--- config.mk ---
export PLATFORM = sky130hd
export DESIGN_NAME = alu_operand_fetch
export DESIGN_NICKNAME = d
export VERILOG_FILES = /design/src/rtl/alu_pkg.sv /design/src/rtl/regfile_2r1w.sv /design/src/rtl/alu_operand_fetch.sv
export SDC_FILE = /design/constraint.sdc
export NUM_CORES = 2
export LEC_CHECK = 0
export CAP_MARGIN = 0
export CORE_UTILIZATION = 35
export CTS_CLUSTER_SIZE = 10
export DETAILED_ROUTE_END_ITERATION = 12
export GPL_ROUTABILITY_DRIVEN = 0
export MAX_ROUTING_LAYER = met4
export PLACE_DENSITY = 0.54
export SETUP_SLACK_MARGIN = 0.3
export SLEW_MARGIN = 10
export SYNTH_ARGS = -nofsm -noshare
export SYNTH_HDL_FRONTEND = slang
export SYNTH_SLANG_ARGS = --single-unit
--- constraint.sdc ---
create_clock -name clk -period 4.5 [get_ports clk]
set_input_delay 0.9 -clock clk [delete_from_list [all_inputs] [get_ports clk]]
set_output_delay 0.9 -clock clk [all_outputs]
set_load 0.02 [all_outputs]
--- src/rtl/alu_pkg.sv ---
// Shared ALU definitions: opcode encodings, legality decode, default widths
// and the operand bundle handed from operand fetch to the ALU.
package alu_pkg;

   localparam int unsigned XLEN  = 32;
   localparam int unsigned NREG  = 32;
   localparam int unsigned OP_W  = 6;
   localparam int unsigned REG_W = 5;

   localparam logic [OP_W-1:0] ADD = 6'b011000;
   localparam logic [OP_W-1:0] SUB = 6'b011001;
   localparam logic [OP_W-1:0] XOR = 6'b101111;
   localparam logic [OP_W-1:0] OR  = 6'b101110;
   localparam logic [OP_W-1:0] AND = 6'b010101;
   localparam logic [OP_W-1:0] SRA = 6'b100100;
   localparam logic [OP_W-1:0] SRL = 6'b100101;
   localparam logic [OP_W-1:0] SLL = 6'b100111;
   localparam logic [OP_W-1:0] LT  = 6'b000000;
   localparam logic [OP_W-1:0] LTU = 6'b000001;
   localparam logic [OP_W-1:0] GT  = 6'b001010;
   localparam logic [OP_W-1:0] GTU = 6'b001011;
   localparam logic [OP_W-1:0] EQ  = 6'b001100;
   localparam logic [OP_W-1:0] NE  = 6'b001101;

   typedef struct packed {
      logic [OP_W-1:0]  op;
      logic [XLEN-1:0]  a;
      logic [XLEN-1:0]  b;
      logic [REG_W-1:0] rd;
   } issue_bundle_t;

   function automatic logic is_legal_op(input logic [OP_W-1:0] op);
      case (op)
         ADD, SUB, XOR, OR, AND, SRA, SRL, SLL,
         LT, LTU, GT, GTU, EQ, NE: is_legal_op = 1'b1;
         default:                  is_legal_op = 1'b0;
      endcase
   endfunction

endpackage

--- src/rtl/regfile_2r1w.sv ---
// Architectural register file: two combinational read ports, one synchronous
// write port; register 0 is hardwired to zero.
module regfile_2r1w #(
   parameter int unsigned XLEN = 32,
   parameter int unsigned NREG = 32,
   localparam int unsigned AW  = $clog2(NREG)
) (
   input  logic            clk,
   input  logic            reset,
   input  logic [AW-1:0]   raddr1,
   input  logic [AW-1:0]   raddr2,
   output logic [XLEN-1:0] rdata1,
   output logic [XLEN-1:0] rdata2,
   input  logic            wen,
   input  logic [AW-1:0]   waddr,
   input  logic [XLEN-1:0] wdata
);

   logic [XLEN-1:0] regs [NREG];

   // Reset has priority, so a write presented during reset is dropped.
   always_ff @(posedge clk) begin
      if (reset) begin
         for (int i = 0; i < int'(NREG); i++) regs[i] <= '0;
      end else if (wen && waddr != '0) begin
         regs[waddr] <= wdata;
      end
   end

   assign rdata1 = (raddr1 == '0) ? '0 : regs[raddr1];
   assign rdata2 = (raddr2 == '0) ? '0 : regs[raddr2];

endmodule

--- src/rtl/alu_operand_fetch.sv ---
// Operand fetch / issue stage: reads and bypasses sources, blocks on the
// busy scoreboard and holds one registered operand bundle for the ALU.
module alu_operand_fetch
   import alu_pkg::*;
#(
   parameter int unsigned XLEN = alu_pkg::XLEN,
   parameter int unsigned NREG = alu_pkg::NREG
) (
   input  logic             clk,
   input  logic             reset,
   input  logic             in_valid,
   output logic             in_ready,
   input  logic [OP_W-1:0]  in_op,
   input  logic [REG_W-1:0] in_rd,
   input  logic [REG_W-1:0] in_rs1,
   input  logic [REG_W-1:0] in_rs2,
   input  logic             in_use_imm,
   input  logic [XLEN-1:0]  in_imm,
   input  logic             wb_en,
   input  logic [REG_W-1:0] wb_rd,
   input  logic [XLEN-1:0]  wb_data,
   output logic             out_valid,
   input  logic             out_ready,
   output logic [OP_W-1:0]  out_op,
   output logic [XLEN-1:0]  out_a,
   output logic [XLEN-1:0]  out_b,
   output logic [REG_W-1:0] out_rd,
   output logic             out_illegal
);

   logic [XLEN-1:0] rf_rdata1;
   logic [XLEN-1:0] rf_rdata2;
   logic [XLEN-1:0] opnd_a;
   logic [XLEN-1:0] opnd_b;
   logic            byp_rs1;
   logic            byp_rs2;
   logic            haz_rs1;
   logic            haz_rs2;
   logic            haz_rd;
   logic            hazard;
   logic            accept;
   logic [NREG-1:0] busy_q;
   logic [NREG-1:0] busy_d;
   logic            out_valid_q;
   issue_bundle_t   out_q;

   regfile_2r1w #(
      .XLEN (XLEN),
      .NREG (NREG)
   ) u_regfile (
      .clk    (clk),
      .reset  (reset),
      .raddr1 (in_rs1),
      .raddr2 (in_rs2),
      .rdata1 (rf_rdata1),
      .rdata2 (rf_rdata2),
      .wen    (wb_en),
      .waddr  (wb_rd),
      .wdata  (wb_data)
   );

   // Same-cycle write-back forwarding; register 0 never forwards.
   assign byp_rs1 = wb_en && (wb_rd == in_rs1) && (in_rs1 != '0);
   assign byp_rs2 = wb_en && (wb_rd == in_rs2) && (in_rs2 != '0);
   assign opnd_a  = byp_rs1 ? wb_data : rf_rdata1;
   assign opnd_b  = in_use_imm ? in_imm : (byp_rs2 ? wb_data : rf_rdata2);

   // A busy register being written back this cycle no longer blocks.
   assign haz_rs1 = busy_q[in_rs1] && !(wb_en && wb_rd == in_rs1);
   assign haz_rs2 = !in_use_imm && busy_q[in_rs2] && !(wb_en && wb_rd == in_rs2);
   assign haz_rd  = busy_q[in_rd] && !(wb_en && wb_rd == in_rd);
   assign hazard  = haz_rs1 || haz_rs2 || haz_rd;

   assign in_ready = !reset && !hazard && (!out_valid_q || out_ready);
   assign accept   = in_valid && in_ready;

   // Issue-set is applied after write-back clear so it wins on collision.
   always_comb begin
      busy_d = busy_q;
      if (wb_en && wb_rd != '0) busy_d[wb_rd] = 1'b0;
      if (accept && in_rd != '0) busy_d[in_rd] = 1'b1;
      busy_d[0] = 1'b0;
   end

   always_ff @(posedge clk) begin
      if (reset) begin
         busy_q      <= '0;
         out_valid_q <= 1'b0;
         out_q       <= '0;
      end else begin
         busy_q <= busy_d;
         if (accept) begin
            out_valid_q <= 1'b1;
            out_q.op    <= in_op;
            out_q.a     <= opnd_a;
            out_q.b     <= opnd_b;
            out_q.rd    <= in_rd;
         end else if (out_ready) begin
            out_valid_q <= 1'b0;
         end
      end
   end

   assign out_valid   = out_valid_q;
   assign out_op      = out_q.op;
   assign out_a       = out_q.a;
   assign out_b       = out_q.b;
   assign out_rd      = out_q.rd;
   assign out_illegal = !is_legal_op(out_q.op);

endmodule

* After elaboration in Yosys (flattened, before gate mapping)
Memories as Yosys holds them, arrays and structs flattened. A register that Yosys moved wholly into a read port is not among the register bits. Cells that the tools add are included.
Operators by class: order comparisons 6, reductions and logical operators 35, div/mod/pow operators 0, bitwise logic cells 3, add/sub/neg operators 0, equal/unequal tests 3, mux-type cells 29, multipliers 0, shift operators 0
Operator list (number):
- 32-bit 2-to-1 mux | 8
- 32-bit bitwise AND | 1
- 32-bit NOT | 1
- 32-bit OR | 1
- 32-bit OR reduction | 1
- 5-bit by 6-bit less-than comparator with 1-bit output (second input constant) | 4
- 5-bit nonzero test | 4
- 1-bit logical AND | 16
- 1-bit binary-select mux with 5-bit select | 3
- 5-bit equality test | 3
- 1-bit 2-to-1 mux | 13
- 6-bit 2-to-1 mux | 2
- 1-bit demux with 5-bit select | 2
- 5-bit by 1-bit greater-or-equal comparator with 1-bit output (second input constant) | 2
- 5-bit logical NOT | 2
- 1-bit logical NOT | 8
- 5-bit 2-to-1 mux | 1
- 1-bit logical OR | 3
- 2-bit nonzero test | 1
Storage, ports and cells: logic and storage cells 85, memories kept 2, memory bits (writable) 1024, input bits 96, flip-flop bits (word level) 108, latch bits 0, bits in read-only memories 64, output and inout bits 78
Memory list:
- u_regfile.regs | depth 32, bits a word 32, rd ports 2, clocked after memory_dff 0, wr ports 32, RTL line regfile_2r1w.sv:19 | logic [XLEN-1:0] regs [NREG];
- (name not given) | depth 64, bits a word 1, rd ports 1, clocked after memory_dff 1, wr ports 0, RTL line alu_pkg.sv:33 | case (op)

* Depth between registers and ports, before layout
depth after elaboration 12, gate-level depth with buffers 16, depth with buffers taken out 12

* By module
From an unflattened synthesis, not the netlist that was laid out.
Second synthesis, totals: cells, all modules 4198, area total of the unflattened synthesis 60554.3 µm²
Modules (own cells, without submodules):
- regfile_2r1w | times used 1, area each 54253.3 µm², sequential area each 30749.5 µm², cells each 3502
- alu_operand_fetch | times used 1, area each 6301.0 µm², sequential area each 2162.1 µm², cells each 696

* Worst setup path after synthesis
OpenSTA, ideal clock, no wires.
kind input to output, start input in_rs1[0], end output in_ready, arrival time 3.037 ns, slack 0.563 ns, path buffers 1, cell stages on the path 7, cells stage by stage buf_4 mux4_2 mux2_2 o2bb2ai_1 o21ai_1 o211ai_2 nor4b_1
Between the ends: cells in the longest elaborated chain, start to end 9, elaborated cells between the ends (all ways) 11, those cells by class eq/ne (1); mux (2); reduce/logical (8)
RTL lines:
- start: declaration | RTL line alu_operand_fetch.sv:15 | input logic [REG_W-1:0] in_rs1,
- parallel branches: the longest is 3 deep, another holds 1-bit binary-select mux with 5-bit select
- 1-bit logical AND (*) | RTL line alu_operand_fetch.sv:69 | assign haz_rs1 = busy_q[in_rs1] && !(wb_en && wb_rd == in_rs1);
- 1-bit logical OR (*) (2 in series) | RTL line alu_operand_fetch.sv:72 | assign hazard = haz_rs1 || haz_rs2 || haz_rd;
- 1-bit logical NOT (*) | RTL line alu_operand_fetch.sv:74 | assign in_ready = !reset && !hazard && (!out_valid_q || out_ready);
- 1-bit logical AND (*) (2 in series) | RTL line alu_operand_fetch.sv:74
- end: declaration | RTL line alu_operand_fetch.sv:12 | output logic in_ready,
Every way passes the cells marked *. The select of a mux whose other input is x is not followed.

* Worst setup path after layout
start input in_rd[3], end output in_ready
Between the ends: cells in the longest elaborated chain, start to end 8, elaborated cells between the ends (all ways) 10, those cells by class eq/ne (1); mux (2); reduce/logical (7)
RTL lines:
- start: declaration | RTL line alu_operand_fetch.sv:14 | input logic [REG_W-1:0] in_rd,
- parallel branches: the longest is 3 deep, another holds 1-bit binary-select mux with 5-bit select
- 1-bit logical AND (*) | RTL line alu_operand_fetch.sv:71 | assign haz_rd = busy_q[in_rd] && !(wb_en && wb_rd == in_rd);
- 1-bit logical OR (*) | RTL line alu_operand_fetch.sv:72
- 1-bit logical NOT (*) | RTL line alu_operand_fetch.sv:74
- 1-bit logical AND (*) (2 in series) | RTL line alu_operand_fetch.sv:74
Marked as above.

==> flow_metrics.py <==
metrics = {
    "logic_synthesis": {
        "synth-async-reset-ratio_pct": 0,
        "synth_edf_count": 1024,
        "syn_area_mm2": 0.06103,
        "synth_most_common_cell": "edfxtp_1",
        "yosysTopAreaCellShare_pct": 50.39,
        "synth-main-ff-cell": "edfxtp_1",
        "ys_types": 54,
        "syn_area_per_cell_um2": 12.88,
        "yosysTopAreaCell": "edfxtp_1",
        "synthCells": 4740,
        "yosysSeqAreaShare_pct": 53.93,
        "yosys_warnings": 0,
        "synth_common_cells": "edfxtp_1, and2_1, clkbuf_1",
        "ys_ff_latch": 1132,
        "ys_top_cells_by_area": "edfxtp_1, mux4_2, and2_1",
    },
    "power_and_ir_drop": {
        "switching_share_pct": 26.96,
        "p_seq_share_pct": 46.4,
        "p_leak_nw": 24.99,
        "power_mw": 26.60,
        "switchingPower_mw": 7.170,
        "irDropWorstVdd_mv": 0.3986,
        "intPower_mw": 19.43,
        "p_per_area_mw_per_mm2": 371.3,
        "combPwrFrac_pct": 14.0,
        "pwr-share-clk_pct": 39.7,
    },
    "floorplan": {
        "die-area_mm2": 0.1760,
        "die_x_um": 419.6,
        "coreArea_mm2": 0.1723,
        "ioPinCount": 174,
        "floorplan.rows": 152,
        "initial_core_util_pct": 35.42,
        "die_h_um": 419.6,
    },
    "placed_design": {
        "io_buffers": 173,
        "dp.final_hpwl_um": 143500,
        "pre_cts_ws_ns": -0.01234,
    },
    "worst_setup_path": {
        "critPathRequiredTime_ns": 3.60,
        "path_max_fanout": 5,
        "worstPathArrival_ns": 3.17,
        "startpoint_type": "input pin",
        "worstSetupEndpointType": "primary output",
        "path_class": "in -> out",
    },
    "timing": {
        "layout_min_cycle_time_ns": 4.068,
        "timing.fmax_mhz": 245.8,
        "layout_setup_ws_ns": 0.4322,
        "final-setup-viol-count": 0,
        "holdWs_ns": 0.4280,
        "relSlewSlack_pct": 18.94,
        "rsz0062_at_grt": "no",
        "post-route-period-util_pct": 90.40,
        "hold_violations": 0,
        "fin_tns_setup_ns": 0,
        "slew_violations": 0,
        "fin_skew_ns": 0.02615,
        "tightestPinTransition_ns": 1.212,
    },
    "route": {
        "drt_iter0_drc": 6523,
        "final_antenna_net_count": 0,
        "routed-via-count": 43822,
        "routedWlPerCell_um": 33.54,
        "routed_via_density": 6.009,
        "drc_errors": 0,
        "firstDrtPassIters": 6,
        "routed_wirelength_um": 244600,
    },
    "global_routing": {
        "first_global_vias": 41737,
        "grt_pass1_wl_um": 336000,
        "grt_usage_pct": 28.28,
        "antenna_found_initial": 30,
        "grt_max_degree": 107,
        "overflow": 0,
    },
    "clocking": {
        "htreeDepth": 4,
        "cts.sinks": 1132,
        "clk_path_buf_depth": 3,
        "cts_setup_buffers": 0,
        "cts_buffers": 138,
        "root_buffer": "clkbuf_16",
        "cts_tree": "yes",
        "clk_pin_slew_ns": 0.06,
        "clk_latency_ns": 0.80,
    },
    "worst_hold_path": {
        "hold_class": "in -> reg",
    },
    "run_status": {
        "run_status": "finished clean",
    },
    "cells_and_area": {
        "syn_to_final_growth_pct": 17.38,
        "drive_gt1_share_pct": 19.48,
        "nets": 4985,
        "fillerInstances": 16027,
    },
    "run": {
        "cap_violations": 0,
    },
}
==> routing by layer <==
layer	track usage [%]	routed length [µm]
met2	42.55	110900
met4	10.26	9500
met1	38.49	100400
met3	4.626	23780
met5	-	0
==> layout make-up <==
type	count	area (µm²)	area share, %
sequential	1132	32910	45.94
multi-input combinational	3126	26710	37.29
timing repair buffer	471	4945	6.903
clock buffer	199	3809	5.317
tap	2310	2890	4.035
clock inverter	22	261.5	0.3651
inverter	19	71.32	0.09956
antenna	14	35.03	0.04891
==> state kept, by name, indices dropped and copies added (netlist names), named ones only <==
register	count
busy_q	31
out_a	32
out_b	32
out_op	6
out_rd	5
out_valid	1
u_regfile.regs	1024
==> final timing paths <==
kind,start,to,slack (ns),depth (start not counted)
hold / removal,reset,out_rd[2],0.43,2
setup reg to reg,busy_q[11],register,1.20,12
setup / recovery,in_rd[3],in_ready,0.43,9
hold reg to reg,out_rd[0],out_rd[0],0.45,2
==> critical path, stage by stage <==
cell and delay [ns]:
clkdlybuf4s50_1 0.63, buf_4 0.19, and2_1 0.22, a32oi_1 0.10
o22ai_1 0.14, o21ai_0 0.10, a31oi_1 0.60, nor4b_2 0.10
clkbuf_2 0.19
==> through the flow <==
step                util (%)  cell area [µm²]  cells
floorplan                  -            61140   4771
global placement       39.19            67530   7058
detailed placement     39.19            67530   7058
CTS                    41.55            71600   7279
global route           41.56            71610   7282
finish                 41.57            71630   7293
==> placed cells by master (no fill, tap or decap), drive strengths merged, types with 160 or more instances in the layout <==
| cell | instances |
|---|---|
| a21oi | 187 |
| a22oi | 173 |
| and2 | 996 |
| buf | 309 |
| clkbuf | 201 |
| clkdlybuf4s50 | 160 |
| edfxtp | 1024 |
| mux2i | 373 |
| mux4 | 338 |
| nand2 | 160 |
| o21ai | 186 |
==> cell families after synthesis <==
| group | count (synthesis) | share of synthesized area (%) |
|---|---|---|
| AO/OA/AOI/OAI | 787 | 8.396 |
| other | 1 | 0.006145 |
| multiplexers | 785 | 19.96 |
| flip-flops | 1132 | 53.93 |
| AND/OR/NAND/NOR | 1505 | 14.15 |
| buffers and inverters | 513 | 3.315 |
| adder cells (fa/ha/maj) | 1 | 0.02050 |
| XOR/XNOR | 16 | 0.2296 |
==> power by group through the flow <==
| stage | combinational [mW] | clock (mW) | sequential, mW |
|---|---|---|---|
| after CTS | 3.66 | 10.7 | 12.3 |
| after floorplan | 1.97 | 0 | 12.5 |
| final | 3.71 | 10.5 | 12.3 |
| after global routing | 3.83 | 11.0 | 12.4 |
| after global placement | 3.65 | 0 | 12.5 |
| after detailed placement | 3.65 | 0 | 12.5 |
==> what timing repair did <==
item                       in CTS  in global routing
hold buffers                    0                  0
cloned                          0                  0
hold endpoints to repair        0                  0
gates resized for setup         3                  2
setup endpoints to repair       1                  1
No activity file was read; power rests on OpenSTA's default activity.
